==> src/rtl/tr_pwm_generator.sv <==
// tr_pwm_generator: per-transducer phase-shifted PWM drive stage.
// Optional per-period parameter delay line: define TR_DELAY_LINE_EN.
module tr_pwm_generator #(
  parameter int unsigned DELAY_DEPTH = 128
) (
  input  logic       CLK,
  input  logic       RST_N,
  input  logic [7:0] TIME,
  input  logic [7:0] DUTY,
  input  logic [7:0] PHASE,
  input  logic       DUTY_OFFSET,
  input  logic [6:0] DELAY,
  input  logic       DELAY_RST,
  output logic       PWM_OUT,
  output logic       BUSY
);

  logic [16:0] live;
  logic [16:0] act;
  logic [16:0] nxt_act;
  logic        off_a;
  logic [7:0]  duty_a;
  logic [7:0]  phase_a;
  logic [7:0]  rel;
  logic [8:0]  w;
  logic        bnd;
  logic        capture;
  logic        zero_act;
  logic        force_lo;

  assign live = {DUTY_OFFSET, DUTY, PHASE};
  assign {off_a, duty_a, phase_a} = act;
  assign bnd = (TIME == 8'd255);
  assign rel = TIME - phase_a;
  assign w = {1'b0, duty_a} + {8'd0, off_a};

`ifdef TR_DELAY_LINE_EN
  localparam int unsigned AW = $clog2(DELAY_DEPTH);

  typedef enum logic {
    RUN,
    CLEAR
  } state_t;

  state_t        state;
  state_t        state_nx;
  logic [AW-1:0] wr_ptr;
  logic [AW-1:0] rd_ptr;
  logic [AW-1:0] cnt;
  logic          rst_d;
  logic          clr_req;
  logic          clr_last;
  logic [16:0]   mem [DELAY_DEPTH];

  assign clr_req = DELAY_RST & ~rst_d;
  assign clr_last = (cnt == AW'(DELAY_DEPTH - 1));
  // Read happens before this edge's write, so DELAY=d returns d periods back
  assign rd_ptr = wr_ptr - AW'(DELAY);
  assign nxt_act = (DELAY == 7'd0) ? live : mem[rd_ptr];

  always_ff @(posedge CLK or negedge RST_N) begin
    if (!RST_N) state <= RUN;
    else        state <= state_nx;
  end

  always_comb begin
    state_nx = state;
    unique case (state)
      RUN:   if (clr_req) state_nx = CLEAR;
      CLEAR: if (!clr_req && clr_last) state_nx = RUN;
    endcase
  end

  always_comb begin
    BUSY     = 1'b0;
    capture  = 1'b0;
    zero_act = 1'b0;
    force_lo = clr_req;
    unique case (state)
      RUN:   capture = bnd & ~clr_req;
      CLEAR: begin
        BUSY     = 1'b1;
        force_lo = 1'b1;
        zero_act = (state_nx == RUN);
      end
    endcase
  end

  always_ff @(posedge CLK or negedge RST_N) begin
    if (!RST_N) begin
      rst_d  <= 1'b0;
      cnt    <= '0;
      wr_ptr <= '0;
    end else begin
      rst_d <= DELAY_RST;
      if (clr_req)             cnt <= '0;
      else if (state == CLEAR) cnt <= cnt + 1'b1;
      if (zero_act)     wr_ptr <= '0;
      else if (capture) wr_ptr <= wr_ptr + 1'b1;
    end
  end

  always_ff @(posedge CLK) begin
    if (capture)             mem[wr_ptr] <= live;
    else if (state == CLEAR) mem[cnt] <= '0;
  end
`else
  logic unused_cfg;

  assign unused_cfg = ^{DELAY, DELAY_RST, DELAY_DEPTH[0]};
  assign nxt_act = live;
  assign capture = bnd;
  assign zero_act = 1'b0;
  assign force_lo = 1'b0;
  assign BUSY = 1'b0;
`endif

  // Active params only move at TIME==255, so each period is glitch-free
  always_ff @(posedge CLK or negedge RST_N) begin
    if (!RST_N) begin
      act     <= '0;
      PWM_OUT <= 1'b0;
    end else begin
      if (zero_act)     act <= '0;
      else if (capture) act <= nxt_act;
      PWM_OUT <= ~force_lo & ({1'b0, rel} < w);
    end
  end

endmodule
==> config.mk <==
export PLATFORM = sky130hd
export DESIGN_NAME = tr_pwm_generator
export DESIGN_NICKNAME = d
export VERILOG_FILES = /design/src/rtl/tr_pwm_generator.sv
export SDC_FILE = /design/constraint.sdc
export NUM_CORES = 1
export LEC_CHECK = 0
export CORE_MARGIN = 2
export CORE_UTILIZATION = 50
export DETAILED_ROUTE_END_ITERATION = 8
export PLACE_DENSITY = 0.92
export SKIP_CTS_REPAIR_TIMING = 1
export SLEW_MARGIN = 20
export SYNTH_ARGS = -nofsm -noshare
export SYNTH_HDL_FRONTEND = slang
export SYNTH_SLANG_ARGS = --single-unit
==> constraint.sdc <==
create_clock -name CLK -period 7.41 [get_ports CLK]
set_input_delay 2.223 -clock CLK [delete_from_list [all_inputs] [get_ports CLK]]
set_output_delay 2.223 -clock CLK [all_outputs]
set_load 0.02 [all_outputs]
Yosys cells after proc, flatten, opt, wreduce, memory -nomap -nowiden --
Cells that the tools add are included.
Word-level totals: memories 0, memory bits (read-only) 0, logic and storage cells 6, RAM bits 0, input bits 35, bits in registers 18, bits in latches 0
Cells by class: muxes and demuxes 0, equality and inequality tests 1, bitwise logic cells 0, $mul 0, div/mod/pow operators 0, shifts and indexed selects 0, reductions and logical operators 0, $lt $le $gt $ge 1, add/subtract/negate cells 2
Operators with widths (count):
- $add A8 B1 Y9 | 1
- $lt A8 B9 Y1 | 1
- $eq A8 B8 Y1 const B | 1
- $sub A8 B8 Y8 | 1

Depth between registers and ports, before layout --
depth in word-level cells 2, gate-level depth with buffers 14, gate-level depth less buffers 14

Least setup slack after synthesis --
Ideal clock, no wire load.
kind input port to flip-flop, start in TIME[0], end reg PWM_OUT, path slack 3.058 ns, data arrival time 4.270 ns, required time 7.327 ns, buffers on the path 0, stages on the path 14, library setup time 0.083 ns, cell sequence inv_1 -> ha_1 -> inv_1 -> fa_1 -> a21o_1 -> a21oi_1 -> o21bai_1 -> a21oi_1 -> xnor2_1 -> ha_1 -> a21o_1 -> a21oi_1 -> a31oi_1 -> o21ai_0
Between the ends: cells in the longest elaborated chain, start to end 2
Ends and longest elaborated chain:
- start: declaration | line 8 | input logic [7:0] TIME,
- $sub A8 B8 Y8 | line 34 | assign rel = TIME - phase_a;
- $lt A8 B9 Y1 | line 126 | PWM_OUT <= ~force_lo & ({1'b0, rel} < w);
- end signal: assignment | line 126
- end: declaration | line 14 | output logic PWM_OUT,
No other way between the ends. A chain may end at the register's enable or synchronous reset.

Final worst setup path --
Same ends and word-level chain as after synthesis.

==> flow_summary_export.csv <==
group,metric,value,unit
flow_run,cap_violations,0,
setup_path,path_cells,"clkdlybuf4s50_1 -> inv_1 -> ha_1 -> inv_1 -> fa_1 -> a21o_1 -> a21oi_1 -> o21bai_1 -> a21oi_1 -> xnor2_1 -> ha_1 -> a21o_1 -> a21oi_1 -> a31oi_1 -> o21ai_0",
route,vias,995,
route,drt_iter0_drc,11,
floorplan,core_area,2280,um2
min_path,min_path_type,"flop to flop",
setup_path,crit_type,"primary input to flop",
power,power.leakage,0.728,nW
clock_network,clock-sinks,18,
floorplan,start_util,0.542,
clock_network,cts.path.max_buffers,2,
layout,drive_gt1_frac,0.101,
global_routing,grt_pass1_wl,4470,um
clock_network,root_buffer,"clkbuf_4",
synthesis,syn_avg_cell_area,10.2,um2
synthesis,ys_seq_area_frac,0.365,
route,wl,2520,um
global_routing,antenna_found_initial,0,
min_path,worstHoldStart,"act[0]",
floorplan,die_w,53.7,um
setup_path,crit_fanout,2,
timing,hold_violations,0,
global_routing,grt_pass1_vias,1059,
route,vias_per_cell,5.62,
setup_path,arrival,4940,ps
timing,finalCriticalPeriod,4720,ps
placed_design,placed_cell_area,1530,um2
route,wl_per_cell,14.3,um
synthesis,syn_inst,121,
run_status,status,"finished, final reports clean",
clock_network,htree_levels,1,
setup_path,start_kind,"primary input",
placed_design,portBuffers,27,
route,ant_nets,0,
timing,finalSetupViolCount,0,
synthesis,synth_cell_types,27,
global_routing,grt_max_degree,19,
setup_path,crit_family,"compound AO/OA/AOI/OAI gates",
floorplan,ios,37,
synthesis,synth_top_area_share,0.365,
synthesis,yosysTopAreaCell,"dfrtp_1",
floorplan,die_area,2880,um2
layout,n_antenna_cell,0,
synthesis,yosys_warnings,0,
setup_path,reg2reg_from,"act[0]",
setup_path,path_buf_inv,3,
timing,final_max_slew_viol_count,0,
setup_path,regToRegSetupSlack,4730,ps
timing,clock_skew,9.32,ps
synthesis,synthFlopType,"dfrtp_1",
synthesis,synth_area,1230,um2
placed_design,gp_congestion,0.857,
setup_path,end_kind,"flop",
clock_network,worstSkewPairLatency,300,ps
timing,maxSlewHeadroom,0.461,
timing,rsz0062_at_grt,"no",
timing,worst_pin_slew,806,ps
synthesis,synth.net_count,173,
clock_network,clk_pin_slew,110,ps
setup_path,reg2reg_to,"PWM_OUT",
setup_path,slowest_stage,"clkdlybuf4s50_1",
clock_network,cts_tree,"done",
min_path,hold_depth,1,
timing,period_share,0.637,
setup_path,crit_top_cell,"a21oi_1",
layout,nNetsFinal,203,
setup_path,reg2reg_depth,13,
setup_path,cp_slowest_stage_delay,430,ps
layout,area_growth,25.7,%
layout,fin_area,1550,um2
timing,fmaxAchievable,0.212,GHz
global_routing,grt_usage,0.212,
timing,tns,0,ps
synthesis,synth-seq-cells,18,
global_routing,grt-ovfl-total,0,
clock_network,numCtsBuffers,3,
synthesis,synth_edf_count,0,
setup_path,cp.required,7630,ps
min_path,hold_path_end,"act[0]",
synthesis,async_flop_share,1.00,
route,dr.pass1.iters,4,
power,peakVddDrop,0.118,mV
floorplan,rows,17,
synthesis,synth.area.top_cells,"dfrtp_1 (37%), ha_1 (16%), mux2_2 (10%), xor2_1 (5.0%), xnor2_1 (4.3%)",
placed_design,dp_hpwl,2090,um
synthesis,synth_most_common_cell,"dfrtp_1",
floorplan,die_h,53.7,um
synthesis,synth_common_cells,"dfrtp_1 (18), ha_1 (16), mux2_2 (11)",
power,power_per_cell_area,183,nW/um2
route,drc,0,
==> where the power goes <==
group / leakage, nW / switching, mW / internal [mW]
sequential: 0.221 / 0.00692 / 0.110
combinational: 0.494 / 0.0539 / 0.0627
clock: 0.0138 / 0.0317 / 0.0190
total: 0.728 / 0.0925 / 0.192
==> worst register-to-register path, delay by kind of cell, from the launching register on <==
family                   cells  cell delay, ps
AO/OA/AOI/OAI                8            1220
XOR/XNOR                     1             150
adder cells (fa/ha/maj)      3             810
buffers and inverters        1              60
flip-flops                   1             370
==> cell usage in the layout (no fill, tap or decap) <==
cell	instances
clkdlybuf4s50_1	27
dfrtp_1	18
ha_1	16
mux2_2	11
inv_1	10
nand2_1	10
o21ai_0	8
xor2_1	7
xnor2_1	6
a21oi_1	4
nand3_1	4
nor2_1	4
nand4_1	4
a21o_1	3
clkbuf_4	3
o21a_1	2
and2_1	1
and4_1	1
a41o_1	1
o21bai_1	1
nor3_1	1
o41a_1	1
a21boi_0	1
o211ai_1	1
a31oi_1	1
fa_1	1
conb_1	1
buf_4	1
==> per-stage QoR <==
step / std cells / hold slack (ps) / utilization / power, mW / setup WS [ps]
3_5_place_dp: 174 / 525 / 0.671 / 0.236 / 2420
2_1_floorplan: 121 / 485 / - / 0.197 / 3060
6_report: 177 / 545 / 0.681 / 0.284 / 2690
4_1_cts: 177 / 548 / 0.681 / 0.285 / 2710
5_1_grt: 177 / 575 / 0.681 / 0.309 / 2570
3_3_place_gp: 174 / 498 / 0.671 / 0.228 / 2460
==> kinds of logic after synthesis <==
logic type                 share of synthesized area
muxes                                          0.100
AOI/OAI and AO/OA                              0.120
xor gates and xnor gates                      0.0923
other                                        0.00304
adders and majority gates                      0.178
and+or+nand+nor                               0.0953
DFF                                            0.365
buffers and inverters                         0.0456
==> layout make-up <==
class,instances,area [um2]
sequential,18,450
clock buffer,3,22.5
tap,28,35.0
inverter,10,37.5
fill,167,726
timing repair buffer,28,278
multi-input combinational,90,727
==> routing by layer <==
layer	global-route usage	wire length, um
met1	0.238	1010
met2	0.398	1380
met3	0.0278	79
met4	0.0812	53
met5	0	0
==> flip-flops by register name (all words and copies together), names as in the netlist <==
register,flops
act,17
PWM_OUT,1
==> worst max-delay path by stage <==
| stage | endpoint | startpoint | cells after the start | slack, ps |
|---|---|---|---|---|
| finish | PWM_OUT | TIME[0] | 15 | 2690 |
| global route | PWM_OUT | TIME[0] | 15 | 2570 |
| CTS | PWM_OUT | TIME[0] | 15 | 2710 |
| detailed placement | PWM_OUT | TIME[0] | 15 | 2420 |
| global placement | PWM_OUT | TIME[0] | 15 | 2460 |
| floorplan | PWM_OUT | TIME[0] | 14 | 3060 |
No activity file was read; power rests on OpenSTA's default activity.
